`src/rtl/apb_arb_pkg.sv`:
```
// Shared state encoding, default widths and timeout-counter sizing for apb_arb_master.
package apb_arb_pkg;

  typedef enum logic [1:0] {
    ST_IDLE   = 2'b00,
    ST_SETUP  = 2'b01,
    ST_ACCESS = 2'b10
  } apb_state_t;

  localparam int ADDR_W_DEF      = 32;
  localparam int DATA_W_DEF      = 32;
  localparam int TIMEOUT_CYC_DEF = 16;

  // Counter must be able to hold the value TIMEOUT_CYC itself.
  function automatic int cnt_width(input int cyc);
    return $clog2(cyc + 1);
  endfunction

  localparam int TO_CNT_W_DEF = $clog2(TIMEOUT_CYC_DEF + 1);

endpackage

```
`src/rtl/rr_arb2.sv`:
```
// Two-way round-robin arbiter: combinational grant, registered priority pointer
// that advances only when the caller reports that the grant was taken.
module rr_arb2 (
  input  logic       i_clk,
  input  logic       i_rst_n,
  input  logic [1:0] i_req,
  input  logic       i_update,
  output logic [1:0] o_grant,
  output logic       o_grant_id
);

  logic r_prio;
  logic w_id;

  // A lone requester wins outright; the pointer only breaks ties.
  always_comb begin
    w_id = r_prio;
    if (i_req == 2'b01) begin
      w_id = 1'b0;
    end else if (i_req == 2'b10) begin
      w_id = 1'b1;
    end
  end

  assign o_grant_id = w_id;
  assign o_grant    = (i_req == 2'b00) ? 2'b00 : (w_id ? 2'b10 : 2'b01);

  always_ff @(posedge i_clk or negedge i_rst_n) begin
    if (!i_rst_n) begin
      r_prio <= 1'b0;
    end else if (i_update && (i_req != 2'b00)) begin
      r_prio <= ~w_id;
    end
  end

endmodule

```
`src/rtl/apb_arb_master.sv`:
```
// APB master sharing one slave between two requesters with round-robin arbitration.
// Optional ACCESS-phase timeout abort is enabled by defining APB_TIMEOUT_EN.
module apb_arb_master
  import apb_arb_pkg::*;
#(
  parameter int ADDR_W      = ADDR_W_DEF,
  parameter int DATA_W      = DATA_W_DEF,
  parameter int TIMEOUT_CYC = TIMEOUT_CYC_DEF
) (
  input  logic                I_PCLK,
  input  logic                I_PRESET_N,
  input  logic [1:0]          I_REQ_VALID,
  input  logic [1:0]          I_REQ_WRITE,
  input  logic [2*ADDR_W-1:0] I_REQ_ADDR,
  input  logic [2*DATA_W-1:0] I_REQ_WDATA,
  output logic [1:0]          O_REQ_READY,
  output logic                O_RSP_VALID,
  output logic                O_RSP_ID,
  output logic [DATA_W-1:0]   O_RSP_RDATA,
  output logic                O_RSP_ERR,
  output logic                O_PSEL,
  output logic                O_PENABLE,
  output logic                O_PWRITE,
  output logic [ADDR_W-1:0]   O_PADDR,
  output logic [DATA_W-1:0]   O_PWDATA,
  input  logic [DATA_W-1:0]   I_PRDATA,
  input  logic                I_PREADY
);

  apb_state_t        r_state;
  logic              r_psel;
  logic              r_penable;
  logic              r_pwrite;
  logic [ADDR_W-1:0] r_paddr;
  logic [DATA_W-1:0] r_pwdata;
  logic              r_cmd_id;
  logic              r_rsp_valid;
  logic              r_rsp_id;
  logic [DATA_W-1:0] r_rsp_rdata;

  logic              w_any_req;
  logic              w_timeout;
  logic              w_can_grant;
  logic              w_grant_en;
  logic [1:0]        w_grant;
  logic              w_gid;
  logic              w_sel_write;
  logic [ADDR_W-1:0] w_sel_addr;
  logic [DATA_W-1:0] w_sel_wdata;

  assign w_any_req   = |I_REQ_VALID;
  // New work is accepted from IDLE, or on the completing ACCESS cycle for back-to-back.
  assign w_can_grant = (r_state == ST_IDLE) || ((r_state == ST_ACCESS) && I_PREADY);
  assign w_grant_en  = w_can_grant && w_any_req;

  rr_arb2 u_arb (
    .i_clk      (I_PCLK),
    .i_rst_n    (I_PRESET_N),
    .i_req      (I_REQ_VALID),
    .i_update   (w_grant_en),
    .o_grant    (w_grant),
    .o_grant_id (w_gid)
  );

  assign O_REQ_READY = w_grant_en ? w_grant : 2'b00;

  assign w_sel_write = w_gid ? I_REQ_WRITE[1] : I_REQ_WRITE[0];
  assign w_sel_addr  = w_gid ? I_REQ_ADDR[2*ADDR_W-1:ADDR_W]  : I_REQ_ADDR[ADDR_W-1:0];
  assign w_sel_wdata = w_gid ? I_REQ_WDATA[2*DATA_W-1:DATA_W] : I_REQ_WDATA[DATA_W-1:0];

  // Command registers double as the APB address/data/direction outputs, so they
  // keep their last values while idle.
  always_ff @(posedge I_PCLK or negedge I_PRESET_N) begin
    if (!I_PRESET_N) begin
      r_pwrite <= 1'b0;
      r_paddr  <= '0;
      r_pwdata <= '0;
      r_cmd_id <= 1'b0;
    end else if (w_grant_en) begin
      r_pwrite <= w_sel_write;
      r_paddr  <= w_sel_addr;
      r_pwdata <= w_sel_wdata;
      r_cmd_id <= w_gid;
    end
  end

  always_ff @(posedge I_PCLK or negedge I_PRESET_N) begin
    if (!I_PRESET_N) begin
      r_state     <= ST_IDLE;
      r_psel      <= 1'b0;
      r_penable   <= 1'b0;
      r_rsp_valid <= 1'b0;
      r_rsp_id    <= 1'b0;
      r_rsp_rdata <= '0;
    end else begin
      r_rsp_valid <= 1'b0;
      case (r_state)
        ST_IDLE: begin
          if (w_grant_en) begin
            r_psel    <= 1'b1;
            r_penable <= 1'b0;
            r_state   <= ST_SETUP;
          end
        end
        ST_SETUP: begin
          r_penable <= 1'b1;
          r_state   <= ST_ACCESS;
        end
        ST_ACCESS: begin
          if (I_PREADY) begin
            r_rsp_valid <= 1'b1;
            r_rsp_id    <= r_cmd_id;
            r_rsp_rdata <= r_pwrite ? '0 : I_PRDATA;
            r_penable   <= 1'b0;
            if (w_any_req) begin
              r_state <= ST_SETUP;
            end else begin
              r_psel  <= 1'b0;
              r_state <= ST_IDLE;
            end
          end else if (w_timeout) begin
            r_rsp_valid <= 1'b1;
            r_rsp_id    <= r_cmd_id;
            r_rsp_rdata <= '0;
            r_psel      <= 1'b0;
            r_penable   <= 1'b0;
            r_state     <= ST_IDLE;
          end
        end
        default: begin
          r_psel    <= 1'b0;
          r_penable <= 1'b0;
          r_state   <= ST_IDLE;
        end
      endcase
    end
  end

`ifdef APB_TIMEOUT_EN
  localparam int CNT_W = cnt_width(TIMEOUT_CYC);

  logic [CNT_W-1:0] r_to_cnt;
  logic             r_rsp_err;

  // Fires on the ACCESS cycle whose stall would bring the count to TIMEOUT_CYC.
  assign w_timeout = (r_state == ST_ACCESS) && !I_PREADY &&
                     (r_to_cnt == CNT_W'(TIMEOUT_CYC - 1));

  always_ff @(posedge I_PCLK or negedge I_PRESET_N) begin
    if (!I_PRESET_N) begin
      r_to_cnt  <= '0;
      r_rsp_err <= 1'b0;
    end else begin
      r_rsp_err <= w_timeout;
      if (r_state == ST_SETUP) begin
        r_to_cnt <= '0;
      end else if ((r_state == ST_ACCESS) && !I_PREADY) begin
        r_to_cnt <= r_to_cnt + 1'b1;
      end
    end
  end

  assign O_RSP_ERR = r_rsp_err;
`else
  logic w_unused_timeout;
  assign w_unused_timeout = (TIMEOUT_CYC == 0);
  assign w_timeout        = 1'b0;
  assign O_RSP_ERR        = 1'b0;
`endif

  assign O_PSEL      = r_psel;
  assign O_PENABLE   = r_penable;
  assign O_PWRITE    = r_pwrite;
  assign O_PADDR     = r_paddr;
  assign O_PWDATA    = r_pwdata;
  assign O_RSP_VALID = r_rsp_valid;
  assign O_RSP_ID    = r_rsp_id;
  assign O_RSP_RDATA = r_rsp_rdata;

endmodule

```
`config.mk`:
```
export PLATFORM = sky130hd
export DESIGN_NAME = apb_arb_master
export DESIGN_NICKNAME = d
export VERILOG_FILES = /design/src/rtl/apb_arb_pkg.sv /design/src/rtl/rr_arb2.sv /design/src/rtl/apb_arb_master.sv
export SDC_FILE = /design/constraint.sdc
export NUM_CORES = 1
export LEC_CHECK = 0
export BUFFER_PORTS_ARGS = -buffer_cell sky130_fd_sc_hd__buf_2
export CORE_MARGIN = 3
export CORE_UTILIZATION = 45
export DETAILED_ROUTE_END_ITERATION = 6
export PLACE_DENSITY = 0.86
export SYNTH_ARGS = -nofsm -noshare
export SYNTH_HDL_FRONTEND = slang
export SYNTH_SLANG_ARGS = --single-unit
```
`constraint.sdc`:
```
create_clock -name I_PCLK -period 2.9 [get_ports I_PCLK]
set_clock_uncertainty 0.1 [all_clocks]
set_input_delay 0.29 -clock I_PCLK [delete_from_list [all_inputs] [get_ports I_PCLK]]
set_output_delay 0.29 -clock I_PCLK [all_outputs]
set_load 0.01 [all_outputs]
```
==> Word-level counts from Yosys, hierarchy flattened <==
Cells that the tools add are included.
{ "word_totals": {"latch_bits": 0, "n_memories": 0, "input_bits": 167, "register_bits": 105, "out_inout_bits": 104, "rom_bits": 0, "word_cells": 53, "ramBits": 0} }
{ "op_classes": {"shifts": 0, "reduce_logical": 11, "div": 0, "n_lt_le_gt_ge": 0, "eq_ne": 7, "mul": 0, "mux": 22, "bitwise_logic": 2, "add_sub_neg": 0} }
{ "ops": {"columns": ["op", "count"], "rows": [
  ["two-way mux 32 bit", 3],
  ["two-way mux 1 bit", 11],
  ["two-way mux 2 bit", 5],
  ["case mux 1 bit (3 select lines)", 2],
  ["case mux 2 bit (3 select lines)", 1],
  ["== test 2 x 1 -> 1 bit (second input constant)", 2],
  ["== test 2 bit (second input constant)", 2],
  ["zero test 2 bit", 2],
  ["inequality test 2 bit (second input constant)", 2],
  ["AND reduction 2 bit", 2],
  ["AND reduction 4 bit", 1],
  ["logical AND 1 bit", 3],
  ["inequality test 2 x 1 -> 1 bit (second input constant)", 1],
  ["NOT 1 bit", 2],
  ["nonzero test 2 bit", 1],
  ["OR reduction 2 bit", 1],
  ["logical OR 1 bit", 1]
]} }

==> Logic depth before layout (Yosys ltp) <==
Gate-level depths: netlist (run 1).
{ "depth": {"depth_word": 6, "mapped_depth": 7, "ltp_nobuf": 3} }

==> Modules after synthesis <==
Synthesis (run 1) repeated with hierarchy kept, for this count alone.
{ "unflattened": {"hier_cells": 379, "hier_area_um2": 4880.9} }
{ "modules_own_cells": {"columns": ["module", "area_per_inst_um2", "seq_area_each_um2", "n_inst", "cells_each"], "rows": [
  ["apb_arb_master", 4814.6, 2577.5, 1, 371],
  ["rr_arb2", 66.3, 25.0, 1, 8]
]} }

==> Worst setup path after synthesis (run 1) <==
Ideal clock, no wire load.
{ "synth_path": {"path_kind": "register -> output", "from": "reg r_state[1]", "to": "out O_REQ_READY[1]", "path_slack_ns": 1.150, "stages_incl_launch_ff": 4, "required_time_ns": 2.510, "n_path_buf": 1, "arrival_time_ns": 1.360, "path_cell_list": "dfrtp_1 > and2b_1 > buf_2 > nor4b_1"} }
{ "synth_via": {"elab_chain_len": 5, "elab_cells_between_ends": 6, "classes_between": "eq/ne (1); mux (1); reduce/logical (4)"} }
{ "synth_lines": {"columns": ["element", "line_no", "source"], "rows": [
  ["start: declaration", "apb_arb_master.sv:30", "apb_state_t r_state;"],
  ["start signal: assignment", "apb_arb_master.sv:89", "r_state <= ST_IDLE;"],
  ["start signal: assignment", "apb_arb_master.sv:102", "r_state <= ST_SETUP;"],
  ["start signal: assignment", "apb_arb_master.sv:107", "r_state <= ST_ACCESS;"],
  ["== test 2 bit", "apb_arb_master.sv:53", "assign w_can_grant = (r_state == ST_IDLE) || ((r_state == ST_ACCESS) && I_PREADY);"],
  ["logical AND 1 bit", "apb_arb_master.sv:53", null],
  ["logical OR 1 bit (*)", "apb_arb_master.sv:53", null],
  ["logical AND 1 bit (*)", "apb_arb_master.sv:54", "assign w_grant_en = w_can_grant && w_any_req;"],
  ["two-way mux 2 bit (*)", "apb_arb_master.sv:65", "assign O_REQ_READY = w_grant_en ? w_grant : 2'b00;"],
  ["end: declaration", "apb_arb_master.sv:16", "output logic [1:0] O_REQ_READY,"]
]} }
Every way passes the cells marked *; elsewhere a longest branch is shown, timed or not.

==> Final worst setup path (run 1) <==
Ends and elaborated chain as after synthesis.

==> metrics, run 1 <==
TritonCTS clock tree yes; Root Buffer clkbuf_8; Relative slew margins 48.09%; Synth async-reset ratio 100.0%; Final Wtd Congestion 0.8067; DR vias 4735; First-pass DRT Iterations 5; Worst R2R Path Depth 4; fin cells around 850; crit-path max FO 36; CTS max path bufs 2; I/O Buffers 269; Place WS about 0.77 ns; Synthesized Nets 639; Psw 2.425 mW; Logic pwr share between 40 and 50%; Detailed Route WL between 15000 and 20000 um; H-tree levels 3; clk_lat worst skew ~0.36 ns; Seq cells post-synth 104; total grt overflow 0; Max IR drop VDD 420.4 uV; Die W 109.0 um; CP Capture Type output port; part of the power in the clock network 15.2%; number of synthesized flops with an enable pin 0; main combinational cell family by area after synthesis simple AND/OR/NAND/NOR gates; first-pass GRT wire length approximately 23000 um; Worst EP arrival 1.96 ns; Power Density about 960 nW/um^2; maxcap violations 0; first-iteration detailed-routing DRC count 380; post-synthesis cell type count 26; number of gates resized after cts 0; switch share 39.65%; CTS buffer count 9; worst slew pin tran between 0.7 and 0.8 ns; CP Launch Type flip-flop; share of post-route cells with drive strength above 1 42.50%; area share of fa/ha/maj cells after synthesis 0%; commonest cells in the netlist dfrtp_1 (104), nand2_1 (99), a221o_1 (65), nor4_1 (65), nand2b_1 (34); footprint of the multi-input gates 1917 um^2; DR DRC count 0; static leakage between 3 and 4 nW; fmax roughly 0.42 GHz; Yosys warning count 0; # nets final 875; Final Hold Viols 0; RSZ-0062 raised after global routing no; core area 10040 um^2; Seq pwr share 41.5%; WP data required 2.51 ns; Synth Area in XOR/XNOR 0%; mean routed wirelength per cell 17.75 um; antenna viol nets, final 0; Tcrit/Tclk final 81.14%; initial antenna violation count 0; P_int 3.692 mW; # rows 36; Synth Instances 472; Synth top area share a little over half; CP cell instances and2b_2 > nor4b_1 > buf_2; share of the yosys chip area belonging to registers 54.48%; simple logic cell fraction of the synthesized area 21.79%; mux contribution to synthesized area 0.2357%; min Tclk post-route around 2.4 ns; Slowest-stage cell, CP dfrtp_1; Area Growth Syn to Fin 33.47%; final setup fails 0; top_reg_cell synth dfrtp_1; CP max stage delay approximately 0.47 ns; Die Footprint 11890 um^2; dominant cell type by area after synthesis dfrtp_1; top cells by area, synth dfrtp_1 (54%), a221o_1 (14%), nor4_1 (8.5%), nand2_1 (7.8%), nand2b_1 (4.5%); vias per cell 5.597; placed cells between 800 and 900; max-slew violation count 0; crit path kind reg2out; Clock Sinks approximately 100; Synth Area in Compound Gates 17.71%; hold path cells 2; Sequential Area between 2000 and 3000 um^2; Sum Neg Setup Slack 0 ns; Hold/Removal Path Class in2reg; total track usage 24.36%; Post-Syn Area 4777 um^2; fill count 820; vias in the first global route 4563; most common cell in the netlist dfrtp_1; Post-DP HPWL around 11000 um; final worst slack 0.5468 ns; Mapped Avg Cell Area 10.12 um^2; initial core utilization 47.56%; IO Pins 271; ANT cells 0; status finished clean; die height 109.0 um; pin count of the biggest net entering global routing 69; Worst-path clk slew about 0.10 ns
## logic make-up after synthesis
family                 Yosys count
flip-flops                     104
buffers and inverters           59
multiplexers                     1
AND/OR/NAND/NOR                205
other                            1
AO/OA/AOI/OAI                  102
## stage by stage
step                      hold WS (ns)  utilization [%]  area [um^2]  power, mW
after floorplan                -0.1056                -         4777      4.073
final                          0.05055            63.48         6376      6.117
after global placement          0.2296            61.36         6163      5.111
after CTS                      0.02954            63.48         6376      6.154
after detailed placement        0.2438            61.36         6163      5.220
after global routing           0.02735            63.48         6376      6.534
## path summary, 6_finish.rpt
path | to | slack, ns | startpoint
worst max register to register | O_PWDATA[26] | 0.69 | r_state[1]
worst max-delay path | O_REQ_READY[1] | 0.55 | r_state[1]
worst min register to register | r_cmd_id | 0.38 | r_cmd_id
worst min-delay path | O_PWDATA[2] | 0.05 | I_REQ_WDATA[2]
max in group asynchronous | O_PADDR[13] | 1.58 | I_PRESET_N
min in group asynchronous | O_PADDR[26] | 0.39 | I_PRESET_N
## layout make-up
| type | count | share of cell area [%] |
|---|---|---|
| clock buffer | 9 | 1.943 |
| sequential | 104 | 40.84 |
| multi-input combinational | 309 | 30.06 |
| tap | 133 | 2.610 |
| timing repair buffer | 280 | 23.08 |
| clock inverter | 7 | 1.236 |
| inverter | 4 | 0.2355 |
## timing repair
item                                    in CTS  in global routing
endpoints found under the setup margin       0                  0
hold endpoints to repair                    46                  0
hold buffers                                 1                  0
setup buffers                                0                  0
## flip-flops by register name, indices dropped and copies added (netlist names)
signal	cells
O_RSP_VALID	1
O_PSEL	1
r_cmd_id	1
O_PWDATA	32
r_state	2
O_PADDR	32
O_PWRITE	1
u_arb.r_prio	1
O_RSP_RDATA	32
O_RSP_ID	1
## cells in the final DEF (no fill, tap or decap), types with 2 or more instances in the layout
cell type,instances
nor4_1,65
nand2_1,99
clkinvlp_4,3
buf_12,3
inv_1,3
nand2b_1,34
inv_6,2
o21ai_0,33
a221o_1,65
clkbuf_8,9
buf_2,268
a21o_1,2
dfrtp_1,103
buf_4,8
## power groups by stage
stage / Clock (mW) / Combinational [mW] / Sequential, mW
4_1_cts: 0.949 / 2.67 / 2.53
2_1_floorplan: 0 / 1.31 / 2.76
3_5_place_dp: 0 / 2.68 / 2.54
3_3_place_gp: 0 / 2.58 / 2.53
6_report: 0.928 / 2.65 / 2.54
5_1_grt: 1.01 / 2.91 / 2.62
## metal layers
layer  track usage, %  up-vias  wire length [um]
met5                0        -                 0
met4            8.206        0               233
met3            5.388       20              1383
met2            41.18      248              7520
met1            30.94     2247              5881
li1                 -     2220                 -
## critical path: cells and delay by family (launching register included)
family        cells  cell delay (ns)
buf+inv           1             0.22
flops             1             0.47
simple gates      2             0.92
Note: power is estimated with default switching activity, not from simulation.
==> run 2: changes to the inputs <==
--- a/config.mk
+++ b/config.mk
@@ -7,9 +7,9 @@
 export LEC_CHECK = 0
 export BUFFER_PORTS_ARGS = -buffer_cell sky130_fd_sc_hd__buf_2
 export CORE_MARGIN = 3
-export CORE_UTILIZATION = 45
+export CORE_UTILIZATION = 40
 export DETAILED_ROUTE_END_ITERATION = 6
-export PLACE_DENSITY = 0.86
+export PLACE_DENSITY = 0.81
 export SYNTH_ARGS = -nofsm -noshare
 export SYNTH_HDL_FRONTEND = slang
 export SYNTH_SLANG_ARGS = --single-unit
==> constraint.sdc (replaced) <==
create_clock -name I_PCLK -period 2.1 [get_ports I_PCLK]
set_clock_uncertainty 0.1 [all_clocks]
set_input_delay 0.21 -clock I_PCLK [delete_from_list [all_inputs] [get_ports I_PCLK]]
set_output_delay 0.21 -clock I_PCLK [all_outputs]
set_load 0.01 [all_outputs]
==> run 2 against run 1 <==
Net effect:
- die area grew 12%
- setup slack lost 0.46 ns
- critical path type unchanged
- sequential share of layout area shrank 2.8 points
- total power grew 44%
- combinational power grew 42%
- non-clock buffer count grew 39
- first-iteration DRC count grew 4.2%
- routed wire length grew 2.4%
- register-to-register slack lost 0.28 ns
- critical path depth grew 1
==> metrics, run 2 (synthesized netlist as in run 1, its figures left out) <==
Worst Path Buf+Inv 3 (+2); P_int 5.429 mW (+47%); antenna viol nets, final 0 (unchanged); CP delay by family, top buffers and inverters; min Tclk post-route 2.014 ns; Worst path depth 4 (+1); switch share 38.28% (-1.4 points); Worst R2R Path Depth 4 (unchanged); most frequent cells in the layout buf_2 (268), dfrtp_1 (103), nand2_1 (99); Relative slew margins 45.51% (-2.6 points); mean routed wirelength per cell 17.22 um (-3.0%); Die W 115.3 um (+5.7%); met2 routed WL 7341 um (-2.4%); CTS buffer count 9 (unchanged); crit-path max FO 67 (+86%); first-pass GRT wire length 23380 um (+2.4%); IO Pins 271 (unchanged); Root Buffer clkbuf_16; initial antenna violation count 0 (unchanged); Final Hold Viols 0 (unchanged); Area Growth Syn to Fin 43.32%; Max IR drop VDD 711.3 uV (+69%); Die Footprint 13290 um^2 (+12%); pin count of the biggest net entering global routing 69 (unchanged); core area 11560 um^2 (+15%); hold path cells 2 (unchanged); clk_lat worst skew 0.33 ns (-0.03 ns); Logic pwr share 42.7% (-0.7 points); Post-DP HPWL 10550 um (-3.3%); worst slew pin tran 0.8174 ns (+0.03872 ns); vias per cell 5.546 (-0.90%); share of post-route cells with drive strength above 1 40.80% (-1.7 points); Sum Neg Setup Slack 0 ns (unchanged); Tcrit/Tclk final 95.89%; DR vias 4953 (+4.6%); DR DRC count 0 (unchanged); Hold/Removal Path Class in2reg; CP cell instances inv_2 > and4_2 > buf_12 > buf_2; TritonCTS clock tree yes; M1 WL 6247 um (+6.2%); Worst EP arrival 1.70 ns (-0.26 ns); fmax 0.4966 GHz; Design Area, Final 6847 um^2 (+7.4%); total track usage 22.00% (-2.4 points); part of the power in the clock network 17.0% (+1.8 points); RSZ-0062 raised after global routing no; Top Metal Used met4; maxcap violations 0 (unchanged); status finished clean; Psw 3.367 mW (+39%); CP Launch Type flip-flop; final setup fails 0 (unchanged); ANT cells 0 (unchanged); WP data required 1.79 ns (-0.72 ns); # nets final 914 (+4.5%); H-tree levels 3 (unchanged); First-pass DRT Iterations 5 (unchanged); Clock Sinks 104 (unchanged); Seq pwr share 40.3% (-1.2 points); max-slew violation count 0 (unchanged); DR WL met3 1238 um (-10%); static leakage 3.486 nW (+6.4%); fill count 962 (+17%); first-iteration detailed-routing DRC count 396 (+4.2%); Slowest-stage cell, CP dfrtp_2; crit path kind reg2out; CP Capture Type output port; I/O Buffers 269 (unchanged); die height 115.3 um (+5.7%); CTS max path bufs 2 (unchanged); Detailed Route WL 15380 um (+2.4%); Final Wtd Congestion 0.7975 (-1.1%); Worst-path clk slew 0.07 ns (-0.03 ns); vias in the first global route 4627 (+1.4%); # rows 39 (+8.3%); CP max stage delay 0.50 ns (+0.03 ns); most common cell after layout, fill and taps aside buf_2; initial core utilization 41.31% (-6.3 points); Placement Cell Area 6246 um^2 (+1.3%); total grt overflow 0 (unchanged); Power Density 1285 nW/um^2 (+34%)
[run 2: power by group through the flow]
stage / registers (mW) / logic, mW / clock network (mW)
finish: 3.54 / 3.76 / 1.49
global route: 3.65 / 4.10 / 1.61
CTS: 3.53 / 3.77 / 1.53
detailed placement: 3.53 / 3.73 / 0
global placement: 3.52 / 3.59 / 0
floorplan: 3.81 / 1.81 / 0
[run 2: path summary, 6_finish.rpt]
check / end / slack [ns] / from
worst max-delay path: O_REQ_READY[0] / 0.09 / r_state[0]
worst min-delay path: O_PWDATA[1] / 0.01 / I_REQ_WDATA[1]
worst max register to register: O_PADDR[26] / 0.41 / r_state[0]
worst min register to register: O_RSP_RDATA[25] / 0.38 / O_RSP_RDATA[25]
max in group asynchronous: O_PWDATA[3] / 1.10 / I_PRESET_N
min in group asynchronous: O_RSP_RDATA[15] / 0.20 / I_PRESET_N
[run 2: area by class of cell]
cell class	instances	area, um^2	share of cell area, %
Tap cell	143	178.9	2.613
Multi-Input combinational cell	309	1923	28.09
Inverter	4	15.01	0.2193
Clock buffer	11	232.7	3.399
Sequential cell	104	2604	38.03
Timing Repair Buffer	319	1872	27.34
Clock inverter	3	21.27	0.3107
[run 2: worst register-to-register path, delay by kind of cell, from the launching register on]
family | cells | cell delay, ns
buf+inv | 2 | 0.30
compound gates | 1 | 0.43
flops | 1 | 0.51
simple gates | 1 | 0.24
[run 2: per-stage QoR]
step | utilization, % | power [mW] | cells | worst slack (ns) | hold WS [ns]
after floorplan | - | 5.625 | 472 | 0.4295 | -0.1856
after global routing | 59.20 | 9.362 | 893 | 0.01077 | 0.001647
final | 59.20 | 8.796 | 893 | 0.08635 | 0.01064
after global placement | 54.01 | 7.113 | 845 | 0.4606 | 0.01995
after detailed placement | 54.01 | 7.259 | 845 | 0.3589 | 0.02397
after CTS | 59.20 | 8.835 | 893 | 0.08302 | 0.0002074
[run 2: layer usage]
metal | global-route usage (%) | vias to the layer above
met2 | 36.00 | 304
met4 | 11.27 | 0
li1 | - | 2298
met3 | 3.947 | 48
met1 | 27.93 | 2303
met5 | 0 | -
[run 2: timing repair]
| item | in CTS | in global routing |
|---|---|---|
| hold buffers | 34 | 0 |
| gates resized for setup | 1 | 0 |
| hold endpoints to repair | 52 | 0 |
| buffers inserted | 0 | 0 |
| setup endpoints to repair | 1 | 0 |
